**src/rtl/pp_column_gen.sv**
```systemverilog
// -----------------------------------------------------------------------------
// pp_column_gen
//
// Sequential partial-product generator feeding the column-compressor stage of
// the approximate multiplier. One N x N unsigned operand pair is accepted per
// transaction. The AND-array partial products pp[i][j] = a[j] & b[i] are then
// streamed one weight column (k = i + j) per beat, lowest weight first. The
// exact product a*b rides along on the final beat as a golden reference.
//
// Ports
//   clk        in   rising-edge clock
//   rst_n      in   asynchronous active-low reset
//   in_valid   in   operand pair valid
//   in_ready   out  block can accept an operand pair (registered-state decode)
//   a, b       in   N-bit multiplicand / multiplier
//   out_valid  out  column beat valid (registered-state decode)
//   out_ready  in   downstream accepts the current beat
//   col_bits   out  packed partial-product bits of column col_idx; bit p holds
//                   pp[lo+p][k-lo-p], lo = max(0, k-N+1); unused bits are 0
//   col_cnt    out  column height (number of valid bits in col_bits)
//   col_idx    out  column weight k
//   out_last   out  final column beat (k = COLS-1)
//   prod       out  exact product, nonzero only on the last beat
//
// Handshake: a transfer happens on a rising clk edge where valid and ready are
// both high. The producer holds valid and all payload stable until that edge;
// ready never depends combinationally on valid, and valid/ready outputs are
// decoded from registered state only.
//
// COLS and CW are derived from N and must not be overridden.
// -----------------------------------------------------------------------------
module pp_column_gen #(
   parameter int N    = 6,
   parameter int COLS = 2*N-1,
   parameter int CW   = $clog2(2*N-1)
) (
   input  logic            clk,
   input  logic            rst_n,
   input  logic            in_valid,
   output logic            in_ready,
   input  logic [N-1:0]    a,
   input  logic [N-1:0]    b,
   output logic            out_valid,
   input  logic            out_ready,
   output logic [N-1:0]    col_bits,
   output logic [3:0]      col_cnt,
   output logic [CW-1:0]   col_idx,
   output logic            out_last,
   output logic [2*N-1:0]  prod
);

   localparam int PW = 2*N;
   localparam logic [CW-1:0] K_LAST = CW'(COLS-1);

   typedef enum logic {
      IDLE   = 1'b0,
      STREAM = 1'b1
   } state_t;

   // ---------------------------------------------------------------------------
   // State and registered outputs
   // ---------------------------------------------------------------------------
   state_t          state_q,    state_d;
   logic [N-1:0]    a_q,        a_d;
   logic [N-1:0]    b_q,        b_d;
   logic [CW-1:0]   k_q,        k_d;
   logic [PW-1:0]   acc_q,      acc_d;
   logic [N-1:0]    col_bits_q, col_bits_d;
   logic [3:0]      col_cnt_q,  col_cnt_d;
   logic            out_last_q, out_last_d;
   logic [PW-1:0]   prod_q,     prod_d;

   // ---------------------------------------------------------------------------
   // Column table
   //
   // Every column of the AND array is built from one operand source. In IDLE
   // the source is the live input pair so that column 0 can be registered on
   // the acceptance edge; in STREAM it is the captured pair, which makes the
   // stream immune to a and b changing after acceptance.
   // ---------------------------------------------------------------------------
   logic [N-1:0] src_a;
   logic [N-1:0] src_b;
   logic [N-1:0] col_tab [COLS];
   logic [3:0]   cnt_tab [COLS];

   assign src_a = (state_q == IDLE) ? a : a_q;
   assign src_b = (state_q == IDLE) ? b : b_q;

   for (genvar kk = 0; kk < COLS; kk++) begin : g_col
      // Rows that contribute to column kk run from LO to HI.
      localparam int LO = (kk > N-1) ? (kk - N + 1) : 0;
      localparam int HI = (kk < N-1) ? kk : (N - 1);

      for (genvar p = 0; p < N; p++) begin : g_bit
         if (p <= HI - LO) begin : g_used
            // Row i = LO + p, column-of-a j = kk - i.
            assign col_tab[kk][p] = src_b[LO + p] & src_a[kk - LO - p];
         end else begin : g_pad
            assign col_tab[kk][p] = 1'b0;
         end
      end

      assign cnt_tab[kk] = 4'(HI - LO + 1);
   end

   // ---------------------------------------------------------------------------
   // Accumulator helpers
   // ---------------------------------------------------------------------------
   logic [CW-1:0] k_nxt;
   logic [PW-1:0] pc_cur;    // popcount of the beat being accepted
   logic [PW-1:0] pc_last;   // popcount of the final column (single bit)
   logic [PW-1:0] acc_nxt;

   assign k_nxt   = k_q + CW'(1);
   assign pc_cur  = PW'($countones(col_bits_q));
   assign pc_last = PW'($countones(col_tab[COLS-1]));
   assign acc_nxt = acc_q + (pc_cur << k_q);

   // ---------------------------------------------------------------------------
   // Next-state logic
   //
   // The output payload is registered one beat ahead: whenever a beat is
   // accepted, the next column is loaded into col_bits_q in the same edge. prod
   // is precomputed on the edge that enters the last beat, from the running
   // accumulator plus the last column's contribution, so no arithmetic sits
   // between the flops and the prod port.
   // ---------------------------------------------------------------------------
   always_comb begin
      state_d    = state_q;
      a_d        = a_q;
      b_d        = b_q;
      k_d        = k_q;
      acc_d      = acc_q;
      col_bits_d = col_bits_q;
      col_cnt_d  = col_cnt_q;
      out_last_d = out_last_q;
      prod_d     = prod_q;

      unique case (state_q)
         IDLE: begin
            if (in_valid) begin
               state_d    = STREAM;
               a_d        = a;
               b_d        = b;
               k_d        = '0;
               acc_d      = '0;
               col_bits_d = col_tab[0];
               col_cnt_d  = cnt_tab[0];
               out_last_d = 1'b0;
               prod_d     = '0;
            end
         end

         STREAM: begin
            if (out_ready) begin
               if (k_q == K_LAST) begin
                  // Last beat taken: return to the cleared idle picture.
                  state_d    = IDLE;
                  k_d        = '0;
                  acc_d      = '0;
                  col_bits_d = '0;
                  col_cnt_d  = '0;
                  out_last_d = 1'b0;
                  prod_d     = '0;
               end else begin
                  k_d        = k_nxt;
                  acc_d      = acc_nxt;
                  col_bits_d = col_tab[k_nxt];
                  col_cnt_d  = cnt_tab[k_nxt];
                  out_last_d = (k_nxt == K_LAST);
                  prod_d     = (k_nxt == K_LAST)
                               ? (acc_nxt + (pc_last << (COLS-1)))
                               : '0;
               end
            end
         end

         default: begin
            state_d = IDLE;
         end
      endcase
   end

   // ---------------------------------------------------------------------------
   // Registers
   // ---------------------------------------------------------------------------
   always_ff @(posedge clk or negedge rst_n) begin
      if (!rst_n) begin
         state_q    <= IDLE;
         a_q        <= '0;
         b_q        <= '0;
         k_q        <= '0;
         acc_q      <= '0;
         col_bits_q <= '0;
         col_cnt_q  <= '0;
         out_last_q <= 1'b0;
         prod_q     <= '0;
      end else begin
         state_q    <= state_d;
         a_q        <= a_d;
         b_q        <= b_d;
         k_q        <= k_d;
         acc_q      <= acc_d;
         col_bits_q <= col_bits_d;
         col_cnt_q  <= col_cnt_d;
         out_last_q <= out_last_d;
         prod_q     <= prod_d;
      end
   end

   // ---------------------------------------------------------------------------
   // Outputs
   // ---------------------------------------------------------------------------
   assign in_ready  = (state_q == IDLE);
   assign out_valid = (state_q == STREAM);
   assign col_bits  = col_bits_q;
   assign col_cnt   = col_cnt_q;
   assign col_idx   = k_q;
   assign out_last  = out_last_q;
   assign prod      = prod_q;

endmodule

```
**config.mk**
```make
export PLATFORM = sky130hd
export DESIGN_NAME = pp_column_gen
export DESIGN_NICKNAME = d
export VERILOG_FILES = /design/src/rtl/pp_column_gen.sv
export SDC_FILE = /design/constraint.sdc
export NUM_CORES = 1
export LEC_CHECK = 0
export ABC_AREA = 1
export CAP_MARGIN = 20
export CORE_UTILIZATION = 34
export DETAILED_ROUTE_END_ITERATION = 10
export SYNTH_ARGS = -nofsm -noshare
export SYNTH_HDL_FRONTEND = slang
export SYNTH_SLANG_ARGS = --single-unit
```
**constraint.sdc**
```tcl
create_clock -name clk -period 11.7 [get_ports clk]
set_input_delay 1.17 -clock clk [delete_from_list [all_inputs] [get_ports clk]]
set_output_delay 1.17 -clock clk [all_outputs]
set_load 0.01 [all_outputs]
```
==> results by stage <==
Yosys:
- After synthesis the netlist holds a flip-flop and latch count of 51.
- In the synthesized netlist, the cells that appear most often are sky130_fd_sc_hd__nand2_1, sky130_fd_sc_hd__inv_1, sky130_fd_sc_hd__dfrtp_1, sky130_fd_sc_hd__o21ai_0, sky130_fd_sc_hd__nand3_1.
- The sequential share of the synthesized area is 0.368.
- Yosys instantiated no cell more often than sky130_fd_sc_hd__nand2_1.
- The synthesized netlist cell count is 472.
- By area the synthesized netlist is led by sky130_fd_sc_hd__dfrtp_1, sky130_fd_sc_hd__nand2_1, sky130_fd_sc_hd__ha_1.
- The top cell type's share of synthesized area is 0.368.
- The count of flip-flops with a built-in enable after synthesis is 0.
- Each instance of the synthesized netlist takes up on average 7.34 µm².
- The async set-reset flop share out of synthesis is 1.00.
- The cell area after technology mapping is 0.00346 mm².
- The largest area contributor in the netlist is sky130_fd_sc_hd__dfrtp_1.
- Synthesis instantiated 41 different standard cells from the library.
- The most used flip-flop cell after synthesis is sky130_fd_sc_hd__dfrtp_1.
- The number of nets handed over by synthesis was 510.
- The total of warnings raised by yosys is 0.

Floorplan:
- The initial standard-cell utilization of the core is 0.353.
- Measured along the x axis, the die boundary spans 103 µm.
- The area of the placeable core is 0.00982 mm².
- The number of standard-cell rows in the floorplan is 36.
- The die covers 0.0106 mm².
- For this design the top-level I/O count stands at 45.
- Measured along the y axis, the die boundary spans 103 µm.

Layout:
- The repair_antennas step left the layout with diodes totalling 0.
- The proportion of layout cells with a drive suffix above 1 is 0.0607.
- The sequential cells in the finished layout cover a total of 0.00128 mm².
- The fill cell instance count of the final layout is 1059.
- Relative to the synthesized area, the layout overhead comes to 18.5%.
- The area occupied by multi-input gates is 0.00189 mm².
- The final layout contains 548 nets.

Routing:
- In the detailed route, the total length drawn on met3 is 312 µm.
- The total via count in the routed design is 3168.
- After detailed routing, the met2 layer carries 4.55 mm of wire.
- After detailed routing, no signal wire sits above met4.
- In the routed design, unresolved DRC markers number 0.
- The first TritonRoute pass finished after 4 iterations.
- After detailed routing, the total wire length is 9.10 mm.
- After detailed routing, the average wire length per cell comes to 14.1 µm.
- The detailed router's first-iteration violation count is 145.
- The final antenna-violating net count is 0.
- The routed length on met1 is 4.15 mm.
- The detail-routed via count per cell is 4.92.

Global routing:
- The number of global-route vias before repair came to 3108.
- The global-route wire length before repair is 15.2 mm.
- The pin count of the biggest net entering global routing is 52.
- For this run, the total global-route usage over all layers was measured as 0.188.
- The overflow left after global routing is 0.
- The number of antenna violations at the first check in global routing came to 0.

STA:
- The maximum clock skew at final layout is 0.00858 ns.
- The number of slew-limit violations in the final report is 0.
- The count of endpoints failing hold in the final timing report was 0.
- For the pin with the worst max-slew slack, the measured transition is 0.794 ns.
- The clock period could shrink to 4.33 ns.
- The share of the cycle needed by the critical path after routing is 0.370.
- The minimum hold slack is 0.487 ns.
- The fmax is 0.231 GHz.
- Setup violations remaining at the end of the flow were counted as 0.
- The setup TNS is 0 ns.
- Measured against its own limit, the worst slew margin works out to 0.470.
- Setup repair after global routing left no endpoint under its margin.

Power:
- The overall power is 0.00101 W.
- The largest vdd supply drop is 0.0882 mV.
- In this run the power density over the cells is 246 mW/mm².
- The standby leakage power is 2.03 nW.

Clocking:
- Counting the buffers created by CTS gives 5.
- TritonCTS built the clock tree.
- The number of sinks on the clock net is 51.
- The clock tree synthesis step divided the H-tree into 2 levels.
- After clock tree synthesis, the setup repair step added 0 buffers.
- The clock passes through at most 2 buffers.
- Once the clock tree was built, the resizer swapped 0 gates to a different size.
- The insertion delay to the later sink of the worst-skew pair is 0.32 ns.
- The CTS root buffer is sky130_fd_sc_hd__clkbuf_8.
- After clock tree synthesis, the flow added hold-fix buffers numbering 0.
- After clock tree synthesis, the clock-pin slew on the worst setup and hold paths is 0.10 ns.

Hold path:
- The worst hold path begins at out_last$_DFFE_PN0P_.
- The number of instances on the worst hold path is 2.
- The terminating pin of the worst hold path is out_last$_DFFE_PN0P_.
- The class of the tightest hold or removal check is flop to flop.

Setup path:
- STA classifies the critical path endpoint as a flop.
- The largest single stage delay on the critical path is 0.54 ns.
- The data required time at the worst endpoint is 11.91 ns.
- The signal on the critical path passes through fa_1 > inv_1 > fa_1 > inv_1 > ha_1 > fa_1 > nand2_1 > o21ai_0 > o21ai_0 > nor2_1 > ha_1 > nand2_1 > nor2_1 > nand3_1 > nand3_1 > nand2_1 > and2_1 > ha_1 > a22o_1.
- On the critical path, the stage with the largest delay is an instance of sky130_fd_sc_hd__fa_1.
- The worst setup path is of the flop to flop kind.
- The worst register-to-register path begins at col_bits[0]$_DFFE_PN0P_.
- In this run the critical register-to-register path is captured at prod[10]$_DFFE_PN0P_.
- In this run the worst path has a maximum fanout of 5.
- The category of the worst setup path launch point is a flop.
- The critical path data arrival time is 4.55 ns.
- The number of cells traversed by the worst register-to-register path is 19.
- Setup slack on the worst reg-to-reg path comes out at 7.37 ns.

Place:
- The sum of net half-perimeters after detailed placement is 6.82 mm.
- The count of buffers inserted at the top-level ports is 43.
- The final weighted congestion in routability-driven placement is 0.850.

Flow run:
- The reported max-cap violation count is 0.

Outcome:
- The run finished with clean final reports.
==> report_power, final <==
group	internal, W	leakage [nW]	switching [W]	total (W)
Sequential	0.000234	0.666	0.0000583	0.000293
Combinational	0.000212	1.31	0.000369	0.000581
Clock	0.0000705	0.0618	0.0000656	0.000136
==> flip-flops by register name, indices dropped and copies added (netlist names) <==
signal,cells
acc_q,12
prod,12
a_q,6
b_q,6
col_bits,6
col_idx,4
col_cnt,3
out_last,1
out_valid,1
==> cell type report <==
type                            instances  area share
Inverter                               58      0.0537
Sequential cell                        51       0.311
Clock buffer                            6      0.0201
Clock inverter                          2     0.00945
Tap cell                              133      0.0405
Timing Repair Buffer                   44       0.105
Multi-Input combinational cell        350       0.460
==> worst max-delay path by stage <==
stage / to / slack, ns / from / cells after the start
2_1_floorplan: prod[10]$_DFFE_PN0P_ / 7.64 / col_bits[0]$_DFFE_PN0P_ / 19
3_3_place_gp: prod[10]$_DFFE_PN0P_ / 7.41 / col_bits[0]$_DFFE_PN0P_ / 20
3_5_place_dp: prod[10]$_DFFE_PN0P_ / 7.37 / col_bits[0]$_DFFE_PN0P_ / 19
4_1_cts: prod[10]$_DFFE_PN0P_ / 7.36 / col_bits[0]$_DFFE_PN0P_ / 19
5_1_grt: prod[10]$_DFFE_PN0P_ / 7.09 / col_bits[0]$_DFFE_PN0P_ / 19
6_report: prod[10]$_DFFE_PN0P_ / 7.37 / col_bits[0]$_DFFE_PN0P_ / 19
==> routing by layer <==
metal,up-vias,GRT usage
met3,6,0.0237
met4,0,0.0574
met1,1499,0.240
met2,57,0.329
li1,1606,-
met5,-,0
==> cell usage in the layout, fill, tap and decap left out, types with 4 or more instances in the layout <==
cell type / n
sky130_fd_sc_hd__nand3_1: 35
sky130_fd_sc_hd__o21ai_2: 7
sky130_fd_sc_hd__fa_1: 4
sky130_fd_sc_hd__a21oi_1: 16
sky130_fd_sc_hd__dfrtp_1: 51
sky130_fd_sc_hd__nand2_1: 152
sky130_fd_sc_hd__inv_1: 54
sky130_fd_sc_hd__nand4_1: 6
sky130_fd_sc_hd__o22ai_1: 5
sky130_fd_sc_hd__nor2_1: 29
sky130_fd_sc_hd__clkdlybuf4s50_1: 42
sky130_fd_sc_hd__xor2_1: 4
sky130_fd_sc_hd__clkbuf_8: 6
sky130_fd_sc_hd__o21bai_1: 4
sky130_fd_sc_hd__ha_1: 18
sky130_fd_sc_hd__o21ai_0: 37
==> logic make-up after synthesis <==
logic type,after synthesis,synth area share
AO/OA/AOI/OAI,86,0.147
XOR/XNOR,5,0.0148
adder cells (fa/ha/maj),22,0.0882
buffers and inverters,71,0.0867
flip-flops,51,0.368
multiplexers,3,0.00975
other,1,0.00108
AND/OR/NAND/NOR,233,0.284
==> stage by stage <==
stage / worst slack, ns / utilization / area (µm²) / instances
after global routing: 7.09 / 0.418 / 4100 / 644
after floorplan: 7.64 / - / 3460 / 472
after detailed placement: 7.37 / 0.406 / 3980 / 636
after global placement: 7.41 / 0.406 / 3980 / 636
after CTS: 7.36 / 0.418 / 4100 / 644
final: 7.37 / 0.418 / 4100 / 644
==> worst max-delay path, delay by kind of cell, from the launching register on <==
kind,cells,cell delay [ns]
adders and majority gates,6,2.30
and+or+nand+nor,8,0.77
AOI/OAI and AO/OA,3,0.64
DFF,1,0.43
buffers and inverters,2,0.09
(Power assumes the default switching activity.)
==> variant 1: new RTL, same settings <==
`a_q`, `b_q`, `k_q` and `prod_q` no longer have a reset.
--- a/src/rtl/pp_column_gen.sv
+++ b/src/rtl/pp_column_gen.sv
@@ -187,25 +187,24 @@
    always_ff @(posedge clk or negedge rst_n) begin
       if (!rst_n) begin
          state_q    <= IDLE;
-         a_q        <= '0;
-         b_q        <= '0;
-         k_q        <= '0;
          acc_q      <= '0;
          col_bits_q <= '0;
          col_cnt_q  <= '0;
          out_last_q <= 1'b0;
-         prod_q     <= '0;
       end else begin
          state_q    <= state_d;
-         a_q        <= a_d;
-         b_q        <= b_d;
-         k_q        <= k_d;
          acc_q      <= acc_d;
          col_bits_q <= col_bits_d;
          col_cnt_q  <= col_cnt_d;
          out_last_q <= out_last_d;
-         prod_q     <= prod_d;
       end
+   end
+
+   always_ff @(posedge clk) begin
+      a_q    <= a_d;
+      b_q    <= b_d;
+      k_q    <= k_d;
+      prod_q <= prod_d;
    end
 
    // ---------------------------------------------------------------------------
Formal check against the unedited RTL: differs if rst_n is asserted again (counterexample within 4 cycles, from zero or initial values and one cycle with rst_n low); with rst_n held inactive, the same outputs for 10 cycles.
==> variant 1 against the unedited design <==
Sequential cell count unchanged; power fell by 1.5%; die area rose by 3.6%; setup slack got worse by 0.16 ns; cell area rose by 2.1%; synthesized area increased by 3.6%; critical endpoint is now prod[10]; synthesized cell count shrank 4.7%; largest cell class unchanged; worst hold slack improved by 0.0044 ns; clock power decreased by 26%; wire length down 6.2%.
==> variant 1: results (changes against the unedited design) <==
- XOR/XNOR Fraction of Synth Area: 1.46% (was 1.48%)
- CP arrival: 4.56 ns (was 4.55 ns)
- Filler Cell Count: 1042 (was 1059)
- Synth cell count leaders: nand2_1 (136), inv_1 (55), nand3_1 (38), nor2_1 (31), edfxtp_1 (28) (was nand2_1 (152), inv_1 (54), dfrtp_1 (51), o21ai_0 (37), nand3_1 (35))
- Reg2reg end: prod[10] (unchanged)
- Sequential share of the synthesized area: 39.5% (was 36.8%)
- Clk Latency, worst-skew pair: 0.30 ns (was 0.32 ns)
- Initial DRC count: 209 (was 145)
- Mean Syn Cell Area: 7.98 sq um (was 7.34 sq um)
- First-pass GRT wire length: 14600 microns (was 15200 microns)
- Routability cong.: 0.952 (was 0.850)
- Number of distinct library cells after synthesis: 43 (was 41)
- Post-synth EDFFs: 28 (was 0)
- Gr usage total: 16.6% (was 18.8%)
- Reg2reg path depth: 20 (was 19)
- Share of cells above drive strength 1: 8.76% (was 6.07%)
- Post-synthesis mux area share: 0.279% (was 0.975%)
- Met2 WL: 3750 microns (was 4550 microns)
- Post-Layout Cell Count: 627 (was 644)
- Post-synthesis compound-gate area fraction: 9.06% (was 14.7%)
- Placed cells: 619 (was 636)
- Net load switching power: 0.485 mW (was 0.493 mW)
- NumNets Final: 528 (was 548)
- Met3 WL: 337 microns (was 312 microns)
- Place WS: 7.25 ns (was 7.37 ns)
- Worst Skew: 0.00676 ns (was 0.00858 ns)
- Async SR Flop Fraction: 45.1% (was 100%)
- Synth Area in Adders: 8.50% (was 8.82%)
- Pre-antenna DRT Iters: 5 (was 4)
- Ranking of synthesized cells by area: edfxtp_1 (23%), dfrtp_1 (16%), nand2_1 (14%), ha_1 (6.3%), inv_1 (5.8%) (was dfrtp_1 (37%), nand2_1 (16%), ha_1 (6.5%), inv_1 (5.9%), o21ai_0 (5.3%))
- Status: finished clean (unchanged)
- Number of global-route vias before repair: 2990 (was 3108)
- Routing usage on met1: 24.1% (was 24.0%)
- GRT met2 Usage: 26.2% (was 32.9%)
- Mapped Nets: 488 (was 510)
- Slew margin rel.: 39.7% (was 47.0%)
- Vias per cell: 4.90 (was 4.92)
-- variant 1: changes by cell type after synthesis, moves of 4 or more --
cell      change
a21oi_1       -6
dfrtp_1      -28
edfxtp_1     +28
nand2_1      -16
nor2_2        +9
nor2_4        +5
o21ai_0      -15
o21ai_2       -4
-- variant 1: how the worst max path moves through the flow --
stage | cells past startpoint | startpoint | endpoint | slack, ns
final | 20 | col_bits[0] | prod[10] | 7.21
after global routing | 20 | col_bits[0] | prod[11] | 6.73
after CTS | 20 | col_bits[0] | prod[10] | 7.20
after detailed placement | 20 | col_bits[0] | prod[10] | 7.25
after global placement | 20 | col_bits[0] | prod[10] | 7.30
after floorplan | 20 | col_bits[0] | prod[10] | 7.54
-- variant 1: cell type report --
class,instances,share of cell area (%)
clock inverter,1,0.119
sequential,51,33.8
tap,136,4.06
multi-input combinational,328,44.4
timing repair buffer,44,10.5
inverter,60,5.38
clock buffer,7,1.82
-- variant 1: per-stage QoR --
step           power [mW]  utilization (%)  cell area [sq um]
2_1_floorplan       0.728                -               3590
3_3_place_gp        0.886             40.0               4110
3_5_place_dp        0.892             40.0               4110
4_1_cts             0.999             40.8               4190
5_1_grt              1.09             40.8               4190
6_report            0.994             40.8               4190
-- variant 1: power by group through the flow --
| stage | Sequential [mW] | Clock (mW) | Combinational (mW) |
|---|---|---|---|
| after floorplan | 0.294 | 0 | 0.434 |
| after global placement | 0.303 | 0 | 0.583 |
| after detailed placement | 0.304 | 0 | 0.588 |
| after CTS | 0.301 | 0.105 | 0.593 |
| after global routing | 0.309 | 0.113 | 0.665 |
| final | 0.301 | 0.101 | 0.592 |
-- variant 1: worst register-to-register path: cells and delay by family, from the launching register on --
family          cells  cell delay [ns]
compound gates      2             0.47
simple gates        9             0.93
flops               1             0.43
fa+ha+maj           6             2.29
buf+inv             3             0.15
==> variant 2: new RTL, same flow settings <==
Without the edit above. Set the parameter `N` to 7 (it was 6).
--- a/src/rtl/pp_column_gen.sv
+++ b/src/rtl/pp_column_gen.sv
@@ -30,7 +30,7 @@
 // COLS and CW are derived from N and must not be overridden.
 // -----------------------------------------------------------------------------
 module pp_column_gen #(
-   parameter int N    = 6,
+   parameter int N    = 7,
    parameter int COLS = 2*N-1,
    parameter int CW   = $clog2(2*N-1)
 ) (
Ports: changed (resized a, b, col_bits and prod); port bits go from 45 to 50. The function was not compared with the original's and may differ.
==> variant 2 against the unedited design <==
Wire length up 22%; non-clock buffer count increased by 5; synthesized cell count is 22% higher; cell area grew 18%; synthesized area up 16%; largest power group unchanged; sequential cell count up 7; setup slack got worse by 0.58 ns; power rose by 20%; die area grew 15%.
==> variant 2: results (changes against the unedited design) <==
- DP HPWL: 8290 microns (was 6820 microns)
- Crit path max fanout: 4 (was 5)
- CP arrival: 5.13 ns (was 4.55 ns)
- N_diodes: 0 (unchanged)
- Placed cells: 748 (was 636)
- Lkg Pwr: 2.40 nW (was 2.03 nW)
- Routability cong.: 0.893 (was 0.850)
- First-pass GRT wire length: 19100 microns (was 15200 microns)
- Gr usage total: 19.4% (was 18.8%)
- Root Driver: clkbuf_16 (was clkbuf_8)
- Worst slew pin tran: 0.816 ns (was 0.794 ns)
- Initial DRC count: 242 (was 145)
- Status: finished clean (unchanged)
- Mapped Nets: 616 (was 510)
- Pre-antenna DRT Iters: 6 (was 4)
- CTS H-Tree Depth: 3 (was 2)
- Synth cell count leaders: nand2_1 (193), inv_1 (64), dfrtp_1 (58), o21ai_0 (56), nand3_1 (46) (was nand2_1 (152), inv_1 (54), dfrtp_1 (51), o21ai_0 (37), nand3_1 (35))
- Ranking of synthesized cells by area: dfrtp_1 (36%), nand2_1 (18%), o21ai_0 (7.0%), inv_1 (6.0%), nand3_1 (5.7%) (was dfrtp_1 (37%), nand2_1 (16%), ha_1 (6.5%), inv_1 (5.9%), o21ai_0 (5.3%))
- CTS clk-pin slew, worst paths: 0.06 ns (was 0.10 ns)
- Sequential share of the synthesized area: 36.2% (was 36.8%)
- Post-CTS setup buffers: 0 (unchanged)
- Largest net degree at the start of global routing: 59 (was 52)
- Vias per cell: 5.04 (was 4.92)
- Share of cells above drive strength 1: 4.67% (was 6.07%)
- CTS buffer count: 9 (was 5)
- Filler Cell Count: 1180 (was 1059)
- Number of distinct library cells after synthesis: 39 (was 41)
- Worst Skew: 0.00588 ns (was 0.00858 ns)
- Max Buffers Root-to-Sink: 2 (unchanged)
- DR WL/cell: 14.5 microns (was 14.1 microns)
- PortBufs: 48 (was 43)
- Number of global-route vias before repair: 3855 (was 3108)
- Drt total wl: 11100 microns (was 9100 microns)
- Cells after synthesis: 575 (was 472)
- Max IR drop VDD: 0.142 mV (was 0.0882 mV)
- NumNets Final: 657 (was 548)
variant 2: worst paths after layout:
path | from | to | slack, ns | cells past startpoint
min in group asynchronous | rst_n | prod[6] | 0.99 | 2
worst max-delay path | col_bits[0] | prod[12] | 6.79 | 19
max in group asynchronous | rst_n | b_q[3] | 10.22 | 2
worst max register to register | col_bits[0] | prod[12] | 6.79 | 19
worst min register to register | b_q[4] | b_q[4] | 0.48 | 2
worst min-delay path | b_q[4] | b_q[4] | 0.48 | 2
variant 2: through the flow:
stage	area (sq um)	hold slack, ns	setup WS (ns)
2_1_floorplan	4010	0.449	7.09
3_3_place_gp	4560	0.462	6.88
3_5_place_dp	4560	0.466	6.75
4_1_cts	4860	0.481	6.77
5_1_grt	4860	0.489	6.42
6_report	4860	0.477	6.79
variant 2: area by class of cell:
class / count / area (sq um) / share of cell area (%)
clock inverter: 7 / 68.8 / 1.42
clock buffer: 9 / 225 / 4.64
tap: 143 / 179 / 3.68
sequential: 58 / 1450 / 29.9
multi-input combinational: 429 / 2190 / 45.1
inverter: 69 / 259 / 5.33
timing repair buffer: 49 / 483 / 9.94
variant 2: where the power goes:
part	switching [mW]	leakage, nW	internal (mW)
Combinational	0.398	1.49	0.223
Sequential	0.0650	0.763	0.262
Clock	0.0999	0.142	0.164
variant 2: cell families after synthesis:
| kind of cell | count (synthesis) | share of synthesized area [%] |
|---|---|---|
| and+or+nand+nor | 297 | 30.7 |
| AOI/OAI and AO/OA | 102 | 14.0 |
| buffers and inverters | 88 | 9.12 |
| DFF | 58 | 36.2 |
| adders and majority gates | 23 | 8.12 |
| xor gates and xnor gates | 6 | 1.69 |
| other | 1 | 0.0936 |
variant 2: critical path, cell delays in order, from the launching register on:
cell,delay (ns)
dfrtp_1,0.41
fa_1,0.55
inv_1,0.05
fa_1,0.45
fa_1,0.38
fa_1,0.47
nand2_1,0.12
nand3_1,0.11
nor2_1,0.13
inv_1,0.05
nor2_1,0.12
inv_1,0.08
fa_1,0.46
o31ai_1,0.45
nand3_1,0.16
nand3_1,0.12
nand2_1,0.07
and2_1,0.15
ha_1,0.29
a22o_1,0.19
variant 2: metal layers:
metal	share of wire [%]	up-vias	global-route usage, %
met4	2.6	0	7.11
met3	3.9	22	4.06
met1	44	1803	22.8
met2	50	89	34.5
met5	0	-	0
li1	-	1939	-
